==> src/rtl/cache_replacement_unit_pkg.sv <==
// Shared types and limits for the cache replacement unit.
package cache_replacement_unit_pkg;

    localparam int unsigned MAX_CACHE_WAYS = 16;

    // Operation carried from the read stage into the compute/write stage
    typedef enum logic [1:0] {
        NONE,
        FILL,
        ACCESS,
        INVALIDATE
    } lru_op_t;

    // Flag-array clear sweep, then normal operation
    typedef enum logic {
        INIT,
        RUN
    } init_state_t;

endpackage

==> src/rtl/cache_replacement_unit_plru_tree.sv <==
// Combinational tree-PLRU helper: victim walk and MRU/LRU path update.
// Heap order: node n has children 2n and 2n+1, root is node 1, flag bit n-1.
// A 0 flag means the LRU way lies in the left subtree.
module cache_plru_tree
    import cache_replacement_unit_pkg::*;
#(
    parameter int NUM_WAYS        = 4,
    parameter int WAY_INDEX_WIDTH = (NUM_WAYS > 1) ? $clog2(NUM_WAYS) : 1,
    parameter int FLAG_WIDTH      = (NUM_WAYS > 1) ? NUM_WAYS - 1 : 1
) (
    input  logic [FLAG_WIDTH-1:0]      i_flags,
    input  logic [WAY_INDEX_WIDTH-1:0] i_way,
    input  logic                       i_to_mru,
    output logic [WAY_INDEX_WIDTH-1:0] o_victim,
    output logic [FLAG_WIDTH-1:0]      o_new_flags
);

    if (NUM_WAYS == 1) begin : g_single
        logic w_unused_inputs;
        assign w_unused_inputs = ^{i_flags, i_way, i_to_mru};
        assign o_victim        = '0;
        assign o_new_flags     = '0;
    end else begin : g_tree
        localparam int LEVELS = $clog2(NUM_WAYS);
        localparam int NODE_W = LEVELS + 1;

        // Flags shifted so that bit n is the flag of heap node n
        logic [NUM_WAYS-1:0] w_flags_ext;
        logic [NODE_W-1:0]   w_node      [LEVELS+1];
        logic [LEVELS-1:0]   w_path_node [LEVELS];
        logic                w_path_bit  [LEVELS];

        assign w_flags_ext = {i_flags, 1'b0};
        assign w_node[0]   = NODE_W'(1);

        for (genvar l = 0; l < LEVELS; l++) begin : g_level
            // Victim walk: descend toward the side the flag points at
            assign w_node[l+1] = {w_node[l][LEVELS-1:0], w_flags_ext[w_node[l][LEVELS-1:0]]};
            // Node on the path of i_way at this level, and the branch taken there
            assign w_path_node[l] = LEVELS'(1 << l) | LEVELS'(i_way >> (LEVELS - l));
            // MRU points away from the way, LRU points toward it
            assign w_path_bit[l]  = i_way[LEVELS-1-l] ^ i_to_mru;
        end

        assign o_victim = WAY_INDEX_WIDTH'(w_node[LEVELS] - NODE_W'(NUM_WAYS));

        // Overwrite the flags of every node along the path of i_way
        always_comb begin
            o_new_flags = i_flags;
            for (int unsigned l = 0; l < LEVELS; l++) begin
                for (int unsigned n = 1; n < NUM_WAYS; n++) begin
                    if (w_path_node[l] == LEVELS'(n)) begin
                        o_new_flags[n-1] = w_path_bit[l];
                    end
                end
            end
        end
    end

endmodule

==> src/rtl/cache_replacement_unit.sv <==
// Per-set tree-PLRU replacement unit: clear sweep after reset, then a
// two-stage read / compute-and-write-back pipeline on one 1R1W flag array.
module cache_replacement_unit
    import cache_replacement_unit_pkg::*;
#(
    parameter int NUM_SETS        = 64,
    parameter int NUM_WAYS        = 4,
    parameter int SET_INDEX_WIDTH = (NUM_SETS > 1) ? $clog2(NUM_SETS) : 1,
    parameter int WAY_INDEX_WIDTH = (NUM_WAYS > 1) ? $clog2(NUM_WAYS) : 1
) (
    input  logic                       clk,
    input  logic                       reset,
    output logic                       init_done,
    input  logic                       fill_en,
    input  logic [SET_INDEX_WIDTH-1:0] fill_set,
    input  logic [NUM_WAYS-1:0]        fill_valid,
    output logic [WAY_INDEX_WIDTH-1:0] fill_way,
    input  logic                       access_en,
    input  logic [SET_INDEX_WIDTH-1:0] access_set,
    input  logic                       update_en,
    input  logic [WAY_INDEX_WIDTH-1:0] update_way,
    input  logic                       invalidate_en,
    input  logic [SET_INDEX_WIDTH-1:0] invalidate_set,
    input  logic [WAY_INDEX_WIDTH-1:0] invalidate_way
);

    localparam int FLAG_WIDTH = (NUM_WAYS > 1) ? NUM_WAYS - 1 : 1;
    localparam int MEM_DEPTH  = 2 ** SET_INDEX_WIDTH;

    if (NUM_WAYS < 1 || NUM_WAYS > MAX_CACHE_WAYS || (NUM_WAYS & (NUM_WAYS - 1)) != 0) begin : g_bad_ways
        $fatal(1, "cache_replacement_unit: NUM_WAYS must be a power of two no larger than 16");
    end

    init_state_t                r_state;
    logic [SET_INDEX_WIDTH-1:0] r_init_cnt;
    logic                       r_init_done;

    lru_op_t                    r_op;
    logic [SET_INDEX_WIDTH-1:0] r_set;
    logic [WAY_INDEX_WIDTH-1:0] r_way;
    logic [NUM_WAYS-1:0]        r_valid;

    logic [FLAG_WIDTH-1:0]      r_mem [MEM_DEPTH];
    logic [FLAG_WIDTH-1:0]      r_rdata;

    lru_op_t                    w_rd_op;
    logic [SET_INDEX_WIDTH-1:0] w_rd_set;
    logic                       w_we;
    logic [SET_INDEX_WIDTH-1:0] w_waddr;
    logic [FLAG_WIDTH-1:0]      w_wdata;
    logic [WAY_INDEX_WIDTH-1:0] w_victim;
    logic [WAY_INDEX_WIDTH-1:0] w_first_invalid;
    logic                       w_any_invalid;
    logic [WAY_INDEX_WIDTH-1:0] w_fill_sel;
    logic [WAY_INDEX_WIDTH-1:0] w_tree_way;
    logic [FLAG_WIDTH-1:0]      w_new_flags;

    // Clear sweep FSM: one set per cycle, then RUN with init_done registered
    always_ff @(posedge clk) begin
        if (reset) begin
            r_state     <= INIT;
            r_init_cnt  <= '0;
            r_init_done <= 1'b0;
        end else begin
            case (r_state)
                INIT: begin
                    r_init_cnt <= r_init_cnt + 1'b1;
                    if (r_init_cnt == SET_INDEX_WIDTH'(NUM_SETS - 1)) begin
                        r_state     <= RUN;
                        r_init_done <= 1'b1;
                        r_init_cnt  <= '0;
                    end
                end
                default: r_state <= RUN;
            endcase
        end
    end

    // Read-port arbitration: fill beats invalidate beats access; losers are dropped
    always_comb begin
        w_rd_op  = NONE;
        w_rd_set = access_set;
        if (r_state == RUN) begin
            if (fill_en) begin
                w_rd_op  = FILL;
                w_rd_set = fill_set;
            end else if (invalidate_en) begin
                w_rd_op  = INVALIDATE;
                w_rd_set = invalidate_set;
            end else if (access_en) begin
                w_rd_op  = ACCESS;
                w_rd_set = access_set;
            end
        end
    end

    // Stage-2 registers: which op, set and way the next write-back belongs to
    always_ff @(posedge clk) begin
        if (reset) begin
            r_op <= NONE;
        end else begin
            r_op <= w_rd_op;
        end
        r_set   <= w_rd_set;
        r_way   <= invalidate_way;
        r_valid <= fill_valid;
    end

    // Fill choice: lowest invalid way if any, otherwise the tree victim
    always_comb begin
        w_any_invalid   = 1'b0;
        w_first_invalid = '0;
        for (int unsigned i = NUM_WAYS; i > 0; i--) begin
            if (!r_valid[i-1]) begin
                w_any_invalid   = 1'b1;
                w_first_invalid = WAY_INDEX_WIDTH'(i - 1);
            end
        end
        w_fill_sel = w_any_invalid ? w_first_invalid : w_victim;
    end

    // Way whose path is rewritten by the stage-2 write-back
    always_comb begin
        case (r_op)
            ACCESS:     w_tree_way = update_way;
            INVALIDATE: w_tree_way = r_way;
            default:    w_tree_way = w_fill_sel;
        endcase
    end

    cache_plru_tree #(
        .NUM_WAYS        (NUM_WAYS),
        .WAY_INDEX_WIDTH (WAY_INDEX_WIDTH),
        .FLAG_WIDTH      (FLAG_WIDTH)
    ) u_tree (
        .i_flags     (r_rdata),
        .i_way       (w_tree_way),
        .i_to_mru    (r_op != INVALIDATE),
        .o_victim    (w_victim),
        .o_new_flags (w_new_flags)
    );

    // Single write source: the clear sweep during INIT, stage 2 during RUN
    always_comb begin
        w_we    = 1'b0;
        w_waddr = r_set;
        w_wdata = w_new_flags;
        if (!reset) begin
            if (r_state == INIT) begin
                w_we    = 1'b1;
                w_waddr = r_init_cnt;
                w_wdata = '0;
            end else begin
                case (r_op)
                    FILL:       w_we = 1'b1;
                    ACCESS:     w_we = update_en;
                    INVALIDATE: w_we = 1'b1;
                    default:    w_we = 1'b0;
                endcase
            end
        end
    end

    // Flag array with registered read; a same-edge write to the read set is forwarded
    always_ff @(posedge clk) begin
        if (w_we) begin
            r_mem[w_waddr] <= w_wdata;
        end
        r_rdata <= (w_we && w_waddr == w_rd_set) ? w_wdata : r_mem[w_rd_set];
    end

    // An update only makes sense right after an access read
    always_ff @(posedge clk) begin
        if (!reset && r_state == RUN && update_en) begin
            assert (r_op == ACCESS)
                else $warning("cache_replacement_unit: update_en ignored, previous read was not an access");
        end
    end

    assign init_done = r_init_done;
    assign fill_way  = r_init_done ? w_fill_sel : '0;

endmodule

==> config.mk <==
export PLATFORM = sky130hd
export DESIGN_NAME = cache_replacement_unit
export DESIGN_NICKNAME = d
export VERILOG_FILES = /design/src/rtl/cache_replacement_unit_pkg.sv /design/src/rtl/cache_replacement_unit_plru_tree.sv /design/src/rtl/cache_replacement_unit.sv
export SDC_FILE = /design/constraint.sdc
export NUM_CORES = 1
export LEC_CHECK = 0
export BUFFER_PORTS_ARGS = -buffer_cell sky130_fd_sc_hd__buf_2
export CAP_MARGIN = 20
export CELL_PAD_IN_SITES_DETAIL_PLACEMENT = 0
export CELL_PAD_IN_SITES_GLOBAL_PLACEMENT = 1
export CORE_UTILIZATION = 45
export DETAILED_ROUTE_END_ITERATION = 8
export GPL_ROUTABILITY_DRIVEN = 1
export PLACE_DENSITY = 0.66
export RECOVER_POWER = 25
export SYNTH_ARGS = -nofsm -noshare
export SYNTH_HDL_FRONTEND = slang
export SYNTH_SLANG_ARGS = --single-unit
==> constraint.sdc <==
create_clock -name clk -period 7 [get_ports clk]
set_clock_uncertainty 0.2 [all_clocks]
set_input_delay 0.7 -clock clk [delete_from_list [all_inputs] [get_ports clk]]
set_output_delay 0.7 -clock clk [all_outputs]
set_load 0.02 [all_outputs]
* Yosys cells after proc, flatten, opt, wreduce, memory -nomap -nowiden
Memory sizes are Yosys's and may differ from the RTL's. A register that Yosys moved wholly into a read port is not among the register bits. Index checks and enable logic that the tools add are counted.
Cells by class: $add $sub $neg 2, order comparisons 1, equal/unequal tests 5, multiplexer cells 33, bitwise gates (word level) 3, reductions and logical operators 4
Operators by type and width (count):
- 6-bit two-way mux | 6
- 2-bit two-way mux | 8
- 1-bit two-way mux | 15
- 6-bit by 1-bit adder with 6-bit output, second input constant | 1
- 6-bit == test, second input constant | 1
- 3-bit two-way mux | 2
- 2-bit == test, second input constant | 2
- 2-bit one-hot mux with 2 select lines | 1
- 2-bit OR reduction | 2
- 2-bit by 3-bit < comparator with 1-bit output, second input constant | 1
- 3-bit OR reduction | 1
- 2-bit by 1-bit == test with 1-bit output, second input constant | 1
- 2-bit inequality test, second input constant | 1
- 1-bit one-hot mux with 2 select lines | 1
- 2-bit AND reduction | 1
- 2-bit by 1-bit subtractor with 2-bit output, second input constant | 1
- 1-bit XOR | 2
- 1-bit inverter | 1
Word-level totals: flip-flop bits (word level) 22, memory bits (writable) 192, input bits 32, output and inout bits 3, logic and storage cells 57, memories kept 1
Memory list:
- r_mem | words 64, width 3, rd ports 1, clocked after Yosys merged registers in 1, wr ports 1, line cache_replacement_unit.sv:43 | logic [FLAG_WIDTH-1:0] r_mem [MEM_DEPTH];

* Depth between registers and ports, before layout
depth after elaboration 10, mapped depth 11

* Modules after synthesis
A second synthesis with hierarchy kept.
Second synthesis, totals: cell total of the unflattened synthesis 534, area, all modules 8735.9 um^2
By module, submodules not included:
- cache_replacement_unit | instances 1, cells each 525, area an instance 8679.6 um^2, sequential area each 6206.0 um^2
- cache_plru_tree | instances 1, cells each 9, area an instance 56.3 um^2, sequential area each 0.0 um^2

* Least setup slack after synthesis
Ideal clock, no wire load.
path type reg2reg, start register, netlist name r_set[0], end memory r_mem[0][1] in the netlist's numbering (data pin), arrival time 3.152 ns, required time 6.423 ns, path slack 3.271 ns, stages on the path, launching flop included 9, clock period less this slack 3.729 ns, cells stage by stage dfxtp_1 > buf_6 > mux4_1 > mux4_2 > and2_4 > nor3_4 > a21boi_0 > a21oi_1 > o31a_1
RTL lines (line):
- to (decl) | cache_replacement_unit.sv:43

==> flow_metrics.env <==
export IMPL_status="finished, final reports clean"
export IMPL_drv_slew=0
export IMPL_critPathTopFamily="flip-flops"
export IMPL_netlist_instances=573
export IMPL_dp_hpwl_um=13100
export IMPL_core_area_um2=19600
export IMPL_htree_levels=1
export IMPL_numCtsBuffers=23
export IMPL_clk_pin_slew_ps=60
export IMPL_grt_pass1_vias=5133
export IMPL_netlist_area_um2=9030
export IMPL_final_cell_mix="edfxtp_1, nor2_1, nand2_1"
export IMPL_cp_slowest_cell="dfxtp_1"
export IMPL_ant_nets=0
export IMPL_yosysUniqueCellTypes=55
export IMPL_critPathMaxFanout=26
export IMPL_hold_viol=0
export IMPL_row_count=51
export IMPL_yosysWarnings=0
export IMPL_overflow=0
export IMPL_path_class="reg2out"
export IMPL_crit_required_ps=6100
export IMPL_cts_hold_buf=0
export IMPL_synthToLayoutAreaGrowth_pct=12.3
export IMPL_fin_nets=646
export IMPL_drive_above_1_share_pct=17.9
export IMPL_post_route_min_period_ps=5110
export IMPL_crit_path_cell_trace="buf_4 -> mux4_2 -> mux2_2 -> nand3_1 -> o2111ai_1 -> nor3_4 -> nor2_2 -> nor4_1 -> o21a_1 -> buf_2"
export IMPL_rsz0062_at_grt="no"
export IMPL_pin_count=35
export IMPL_fin_crit_sh_pct=73.0
export IMPL_cts_resized=0
export IMPL_vias=4997
export IMPL_whs_ps=90.6
export IMPL_synth_area_per_cell_um2=15.8
export IMPL_max_freq_ghz=0.196
export IMPL_cap_violations=0
export IMPL_routed_via_density=5.58
export IMPL_power_density_nw_per_um2=279
export IMPL_synth_edf_count=192
export IMPL_first_pass_iters=5
export IMPL_drt_iter0_markers=352
export IMPL_drt_wl_total_um=20300
export IMPL_nFillCells=1674
export IMPL_port_buffers=34
export IMPL_setup_violations=0
export IMPL_fp_dieH_um=144
export IMPL_gp_congestion=0.826
export IMPL_tns_ps=0
export IMPL_clock_root_buffer="clkbuf_16"
export IMPL_grt_first_pass_wirelength_um=31000
export IMPL_start_kind="flip-flop"
export IMPL_hp_class="in2reg"
export IMPL_ys_flop_type="edfxtp_1"
export IMPL_wire_per_inst_um=22.6
export IMPL_postSynthNetCount=606
export IMPL_start_util_pct=46.1
export IMPL_track_usage_pct=20.9
export IMPL_crit_path_end_kind="primary output"
export IMPL_cts_tree="done"
export IMPL_arrival_ps=4210
export IMPL_drc_errors=0
export IMPL_die_x_um=144
export IMPL_vdd_drop_max_v=0.000187
export IMPL_post_cts_setup_buffer_count=0
export IMPL_async_flop_share_pct=0
export IMPL_crit_buf_inv=2
export IMPL_slew_limit_headroom_pct=19.3
export IMPL_clock_latency_ps=530
export IMPL_antenna_cells=0
export IMPL_antenna_found_initial=0
export IMPL_synth_seq_cells=214
export IMPL_grt_max_degree=65
export IMPL_dieArea_um2=20600
export IMPL_cts_sinks=214
export IMPL_worstMarginPinSlew_ps=1210
export IMPL_critPathMaxStageDelay_ps=1120
export IMPL_layout_commonest_cell="edfxtp_1"
export IMPL_ys_seq_area_share_pct=68.7
export IMPL_clk_path_buf_depth=3
export IMPL_power_leakage_nw=3.36
-- per-layer routing --
metal | vias up | routed length, um | track usage [%]
met3 | 42 | 898 | 3.80
met2 | 132 | 9730 | 34.1
li1 | 2310 | - | -
met5 | - | 0 | 0
met4 | 0 | 489 | 5.77
met1 | 2513 | 9150 | 28.8
-- registers in the layout, summed over array words and instances, names as in the netlist --
name	flops
r_mem	192
r_init_cnt	6
r_set	6
r_valid	4
r_op	2
r_way	2
init_done	1
r_state	1
-- worst register-to-register path, delay by kind of cell (launching register included) --
kind / cells / cell delay (ps)
AO/OA/AOI/OAI: 3 / 780
flip-flops: 1 / 1120
AND/OR/NAND/NOR: 3 / 560
multiplexers: 2 / 870
buffers and inverters: 2 / 1040
-- stage by stage --
| step | power [mW] | util, % | cells | area (um^2) | setup WS, ps |
|---|---|---|---|---|---|
| 6_report | 2.83 | 51.8 | 895 | 10100 | 1890 |
| 5_1_grt | 2.91 | 51.8 | 895 | 10100 | 1640 |
| 4_1_cts | 2.85 | 51.6 | 893 | 10100 | 2190 |
| 3_5_place_dp | 1.63 | 47.7 | 851 | 9340 | 2260 |
| 3_3_place_gp | 1.62 | 47.7 | 851 | 9340 | 2380 |
| 2_1_floorplan | 1.57 | - | 573 | 9030 | 3270 |
-- report_power, final --
part | internal, mW | switching [mW]
Clock | 0.748 | 0.481
Combinational | 0.0618 | 0.102
Sequential | 1.42 | 0.0209
-- area by class of cell --
cell class	count	area, um^2	area share [%]
sequential	214	6210	61.2
tap	265	332	3.27
clock inverter	18	193	1.90
clock buffer	24	579	5.71
multi-input combinational	331	2580	25.5
timing repair buffer	40	239	2.36
inverter	3	11.3	0.111
-- logic make-up after synthesis --
kind of cell	Yosys count	share of synthesized area, %
flops	214	68.7
compound gates	63	4.69
fa+ha+maj	1	0.138
simple gates	196	10.1
xor+xnor	5	0.485
buf+inv	28	2.76
mux	66	13.2
-- cells in the mapped netlist (3+ instances only) --
cell | count | area share [%]
o21ai_0 | 16 | 0.89
mux4_1 | 10 | 2.9
or2_2 | 3 | 0.21
mux2i_1 | 25 | 2.8
nand2_1 | 44 | 1.8
clkbuf_1 | 5 | 0.21
a22oi_1 | 13 | 1.1
nor3_1 | 3 | 0.17
a31oi_1 | 5 | 0.35
clkbuf_8 | 9 | 1.4
dfxtp_1 | 22 | 4.9
o31ai_1 | 3 | 0.25
nor3b_1 | 3 | 0.25
buf_6 | 4 | 0.50
and2_1 | 3 | 0.21
mux4_2 | 29 | 7.2
nand4_1 | 4 | 0.28
nand2b_1 | 6 | 0.42
nor2b_1 | 12 | 0.83
edfxtp_1 | 192 | 64
nand3_1 | 14 | 0.78
buf_2 | 4 | 0.22
nand3b_1 | 7 | 0.58
a21oi_1 | 7 | 0.39
xor2_1 | 3 | 0.29
nor2_1 | 87 | 3.6
-- worst paths after layout --
| check | startpoint | endpoint | slack (ps) | cells after the start |
|---|---|---|---|---|
| worst max register to register | r_set[1] | r_mem[40][2] | 2140 | 10 |
| worst max-delay path | r_set[1] | fill_way[0] | 1890 | 10 |
| worst min-delay path | invalidate_way[1] | r_way[1] | 90 | 1 |
| worst min register to register | init_done | init_done | 330 | 2 |
No activity file was read; power rests on OpenSTA's default activity.
